===== src/rtl/ifu_fetch.sv =====
// ============================================================================
//  Module   : ifu_fetch
//  Brief    : Multicycle instruction fetch unit. Fetches one instruction at a
//             time, hands it to decode and waits for execute to retire it
//             before redirecting/advancing the PC.
//             Optional: define IFU_MISALIGN_CHECK_EN to trap misaligned PCs.
//  Revision : 1.0 - initial release
// ============================================================================
`default_nettype none

module ifu_fetch #(
    parameter logic [31:0] RESET_PC = 32'h8000_0000
) (
    input  logic        clk,
    input  logic        rst,
    input  logic        exu_done,
    input  logic        ecall_taken,
    input  logic [31:0] ecall_target,
    input  logic        mret_taken,
    input  logic [31:0] mret_target,
    input  logic        branch_taken,
    input  logic [31:0] branch_target,
    output logic        imem_req_valid,
    input  logic        imem_req_ready,
    output logic [31:0] imem_req_addr,
    input  logic        imem_rsp_valid,
    input  logic [31:0] imem_rsp_data,
    output logic        inst_valid,
    input  logic        inst_ready,
    output logic [31:0] inst,
    output logic [31:0] inst_pc,
    output logic        fetch_fault
);

    localparam logic [2:0] S_IDLE = 3'd0;
    localparam logic [2:0] S_REQ  = 3'd1;
    localparam logic [2:0] S_RSP  = 3'd2;
    localparam logic [2:0] S_OUT  = 3'd3;
    localparam logic [2:0] S_EXEC = 3'd4;
`ifdef IFU_MISALIGN_CHECK_EN
    localparam logic [2:0] S_FAULT = 3'd5;
`endif

    logic [2:0]  r_state;
    logic [31:0] r_pc;
    logic [31:0] r_inst;
    logic [31:0] r_inst_pc;
    logic [31:0] w_next_pc;

    // Redirect priority: trap entry beats trap return beats control flow.
    always_comb begin
        if (ecall_taken) begin
            w_next_pc = ecall_target;
        end else if (mret_taken) begin
            w_next_pc = mret_target;
        end else if (branch_taken) begin
            w_next_pc = branch_target;
        end else begin
            w_next_pc = r_pc + 32'd4;
        end
    end

    always_ff @(posedge clk) begin
        if (rst) begin
            r_state   <= S_IDLE;
            r_pc      <= RESET_PC;
            r_inst    <= '0;
            r_inst_pc <= '0;
        end else begin
            case (r_state)
                S_IDLE: r_state <= S_REQ;
                S_REQ: begin
                    if (imem_req_ready) begin
                        r_state <= S_RSP;
                    end
                end
                S_RSP: begin
                    if (imem_rsp_valid) begin
                        r_inst    <= imem_rsp_data;
                        r_inst_pc <= r_pc;
                        r_state   <= S_OUT;
                    end
                end
                S_OUT: begin
                    if (inst_ready) begin
                        r_state <= S_EXEC;
                    end
                end
                S_EXEC: begin
                    if (exu_done) begin
                        r_pc <= w_next_pc;
`ifdef IFU_MISALIGN_CHECK_EN
                        r_state <= (w_next_pc[1:0] != 2'b00) ? S_FAULT : S_REQ;
`else
                        r_state <= S_REQ;
`endif
                    end
                end
`ifdef IFU_MISALIGN_CHECK_EN
                S_FAULT: r_state <= S_FAULT;
`endif
                default: r_state <= S_IDLE;
            endcase
        end
    end

    // Outputs are forced quiet during reset, even before the state register clears.
    assign imem_req_valid = ~rst & (r_state == S_REQ);
    assign imem_req_addr  = rst ? RESET_PC : r_pc;
    assign inst_valid     = ~rst & (r_state == S_OUT);
    assign inst           = rst ? 32'h0 : r_inst;
    assign inst_pc        = rst ? 32'h0 : r_inst_pc;

`ifdef IFU_MISALIGN_CHECK_EN
    assign fetch_fault = ~rst & (r_state == S_FAULT);
`else
    assign fetch_fault = 1'b0;
`endif

endmodule

`default_nettype wire


===== config.mk =====
export PLATFORM = sky130hd
export DESIGN_NAME = ifu_fetch
export DESIGN_NICKNAME = d
export VERILOG_FILES = /design/src/rtl/ifu_fetch.sv
export SDC_FILE = /design/constraint.sdc
export NUM_CORES = 1
export LEC_CHECK = 0
export CAP_MARGIN = 20
export CORE_MARGIN = 3
export CORE_UTILIZATION = 35
export DETAILED_ROUTE_END_ITERATION = 7
export PLACE_DENSITY = 0.75
export RECOVER_POWER = 50
export REMOVE_ABC_BUFFERS = 1
export SLEW_MARGIN = 0
export SYNTH_ARGS = -nofsm -noshare
export SYNTH_HDL_FRONTEND = slang
export SYNTH_SLANG_ARGS = --single-unit

===== constraint.sdc =====
create_clock -name clk -period 1.9 [get_ports clk]
set_input_delay 0.285 -clock clk [delete_from_list [all_inputs] [get_ports clk]]
set_output_delay 0.285 -clock clk [all_outputs]
set_load 0.01 [all_outputs]

== Word level (Yosys, flattened, before mapping) ==
Index checks and enable logic that the tools add are counted.

* Bits in registers: 99
* Input port bits: 137
* Output and inout port bits: 99
* Logic and storage cells: 31

* Add/sub/neg operators: 1
* Equal/unequal tests: 8
* Mux-type cells: 11
* Bitwise gates (word level): 3
* Reduce and logical (&&, ||, !) cells: 4

{| class="wikitable"
|+ Operator list
! cell !! number
|-
| $mux W32 || 6
|-
| $add A32 B3 Y32 const B || 1
|-
| $pmux W3 S5 || 1
|-
| $mux W3 || 4
|-
| $ne A2 B2 Y1 const B || 4
|-
| $eq A3 B2 Y1 const B || 2
|-
| $reduce_and A2 Y1 || 2
|-
| $reduce_and A4 Y1 || 1
|-
| $eq A3 B1 Y1 const B || 1
|-
| $eq A3 B3 Y1 const B || 1
|-
| $logic_not A3 Y1 || 1
|-
| $and A1 B1 Y1 || 2
|-
| $not A1 Y1 || 1
|}

== Depth between registers and ports, before layout ==
* Depth after elaboration: 4
* Depth in mapped cells: 8
* Mapped depth without buffers: 6

== Least setup slack after synthesis ==
No wires, ideal clock.

* Path kind: reg-to-reg
* Start point: register r_pc[7]
* End point: register r_pc[30]
* Library setup time: 0.096 ns
* Arrival: 1.618 ns
* Data required time: 1.804 ns
* Path slack: 0.186 ns
* Stages on the path, launching flop included: 7
* Path buffers: 1
* Period minus slack after synthesis: 1.714 ns
* Cells stage by stage: dfxtp_1 -> buf_2 -> nand4_2 -> nor4_4 -> nand4_1 -> mux2_1 -> o41ai_2

* Longest elaborated chain between the ends: 4

{| class="wikitable"
|+ RTL lines
! item !! line !! source
|-
| start, declared || 45 || <nowiki>logic [31:0] r_pc;</nowiki>
|-
| start signal, assigned || 91 || <nowiki>r_pc <= w_next_pc;</nowiki>
|-
| $add A32 B3 Y32 || 59 || <nowiki>w_next_pc = r_pc + 32'd4;</nowiki>
|-
| $mux W32 || 56 || <nowiki>end else if (branch_taken) begin</nowiki>
|-
| $mux W32 || 54 || <nowiki>end else if (mret_taken) begin</nowiki>
|-
| $mux W32 || 52 || <nowiki>if (ecall_taken) begin</nowiki>
|}

Every way passes these cells.
A chain may end at the register's enable or synchronous reset.

== Worst setup path in the final report ==
* Start point: register r_pc[23]
* End point: output imem_req_addr[23]

* Longest elaborated chain between the ends: 1

{| class="wikitable"
|+ RTL lines
! item !! line !! source
|-
| $mux W32 || 109 || <nowiki>assign imem_req_addr = rst ? RESET_PC : r_pc;</nowiki>
|-
| end, declared || 25 || <nowiki>output logic [31:0] imem_req_addr,</nowiki>
|}

Every way passes these cells.

==> flow_summary.toml <==
[run_status]
status = "completed"

[synthesis]
synth.distinct_cells = 64
synth_edf_count = 0
ys_warn_count = 0
synth-seq-cells = 99
synthArstFlopShare_pct = 0
syn_inst = 779
synthesis.area_sq_um = 5650
syn-mean-instance-area_sq_um = 7.253
synth-seq-area-share_pct = 35.08
synth_ff_type = "dfxtp_1"

[placement]
place.gp.congestion = 0.9627
port_buffers = 234
dp_hpwl_microns = 16030
place_ws_ns = -0.1666
dp_cells = 1246

[setup_path]
crit_arrival_ns = 1.57
crit_path_max_fanout = 8
critPathCaptureType = "output port"
criticalPathCategory = "reg2out"
critPathRequiredTime_ns = 1.62
regToRegStartpoint = "r_state[1]"
r2r_setup_slack_ns = 0.14
regToRegEndpoint = "r_pc[28]"
rr_worst_depth = 6
critPathLaunchType = "flip-flop"

[timing]
worst_pin_slew_ns = 0.5755
period_needed_ns = 1.851
rsz0062_at_grt = "yes"
max_freq_ghz = 0.5402
maxSlewViolCount = 0
slew_headroom_pct = 61.63
setup_ws_ns = 0.04890
period_share_pct = 97.43
worst_clock_skew_ns = 0.007019
hold_violations = 0
setup_viol = 0

[clock_tree]
clk_pin_slew_ns = 0.07
post-cts-setup-buffers = 0
cts_buffers = 9
htreeDepth = 3
cts-root-buf = "clkbuf_16"
cts.sinks = 99
cts_tree = "done"
clock_path_buffers = 2
clkLatencyLatePin_ns = 0.35

[floorplanning]
dieArea_sq_um = 17710
io-pin-count = 236
row_count = 45
coreArea_sq_um = 15480
start_util_pct = 36.49
die_h_microns = 133.1
die_w_microns = 133.1

[hold_path]
min_to = "r_pc[24]"
hold_depth = 4
min-delay-start = "ecall_taken"
min_path_type = "in2reg"

[drt]
first_iter_violations = 453
vias = 6721
route.detailed.drc = 0
ant_nets = 0
wl_microns = 21270
via_per_inst = 5.326
wl_per_cell_microns = 16.85
drtPass1Iterations = 5

[global_routing]
antenna_found_initial = 1
grt-ovfl-total = 0
grt_pass1_vias = 6388
grt_pass1_wl_microns = 33460
grt_max_degree = 53
gr-usage-all-layers_pct = 23.41

[pwr]
leakage_nw = 3.251
powerDensity_nw_per_um2 = 527.3
power_w = 0.004738
peakVddDrop_mv = 0.4028

[final_layout]
n_antenna_cell = 0
syn_to_final_growth_pct = 59.03
final_cell_mix = "clkdlybuf4s50_1 (215), nand2_1 (152), nor2b_1 (97)"
mostFrequentLayoutCell = "clkdlybuf4s50_1"
final_cell_count_no_fill = 1262
drive_gt1_share_pct = 11.70
post-route-util_pct = 58.04
nets = 1184

[flow_run]
cap_violations = 0
registers in the layout, indices dropped and copies added, names as in the netlist:
register / flops
r_inst_pc: 32
r_inst: 32
r_state: 3
r_pc: 32
cells in the mapped netlist (6+ instances only):
library cell | n | area share, %
a211oi_1 | 7 | 0.93
a21oi_1 | 95 | 8.4
a221oi_1 | 17 | 2.6
buf_1 | 13 | 0.86
buf_2 | 6 | 0.53
clkbuf_1 | 45 | 3.0
dfxtp_1 | 99 | 35
mux2i_1 | 7 | 1.2
nand2_1 | 152 | 10
nand3_1 | 16 | 1.4
nand4_1 | 14 | 1.5
nor2_1 | 47 | 3.1
nor2b_1 | 98 | 11
nor3_1 | 20 | 1.8
nor4_1 | 6 | 0.66
o21ai_0 | 34 | 3.0
o22ai_1 | 10 | 1.1
worst max-delay path, cell delays in order, from the launching register on:
cell and delay, ns:
dfxtp_1 0.50, nor2b_1 0.18, clkdlybuf4s50_1 0.55
power by group:
part / internal, W / switching, W
Combinational: 0.000428 / 0.000342
Clock: 0.00106 / 0.000787
Sequential: 0.00210 / 0.0000219
layout make-up:
| class | count | area [sq um] |
|---|---|---|
| clock inverters | 2 | 35.03 |
| multi-input cells | 607 | 3411 |
| flip-flops and latches | 99 | 1991 |
| inverters | 4 | 15.01 |
| well taps | 211 | 264.0 |
| fillers | 1444 | 6497 |
| clock buffers | 14 | 254.0 |
| repair buffers | 325 | 3017 |
cells by family (layout without fill, tap and decap cells):
group / after synthesis / in the layout / synth area share, %
compound gates: 205 / 205 / 22.45
xor+xnor: 9 / 9 / 1.395
fa+ha+maj: 1 / 1 / 0.2214
buf+inv: 73 / 345 / 5.226
flops: 99 / 99 / 35.08
mux: 8 / 8 / 1.439
other cells: 1 / 1 / 0.06637
simple gates: 383 / 383 / 34.12
worst max-delay path by stage:
| stage | start | endpoint | cells past startpoint |
|---|---|---|---|
| floorplan | r_state[2] | r_pc[26] | 4 |
| global placement | exu_done | r_pc[26] | 5 |
| detailed placement | mret_taken | r_pc[31] | 7 |
| CTS | r_pc[5] | imem_req_addr[5] | 3 |
| global route | rst | inst[22] | 4 |
| finish | r_pc[23] | imem_req_addr[23] | 2 |
routing by layer:
metal,track usage [%],vias to the layer above,part of all wire [%],wire [microns]
met2,37.44,347,45,9544
met1,29.92,3059,43,9054
li1,-,3255,-,-
met3,5.856,58,8.9,1886
met5,0,-,0.042,9
met4,10.10,2,3.6,773
metrics by stage:
step,hold WS (ns),setup TNS (ns),cell area [sq um]
after floorplan,0.3541,-34.81,5370
after global placement,0.4348,-1.387,8770
after detailed placement,0.4391,-1.973,8770
after CTS,0.3351,0,9060
after global routing,0.3830,0,8986
final,0.3516,0,8986
what timing repair did:
item | CTS | global route
hold buffers | 0 | 0
gates resized for setup | 9 | 17
endpoints found under the setup margin | 6 | 17
gates cloned | 0 | 0
Power figures use the tool's default switching activity.
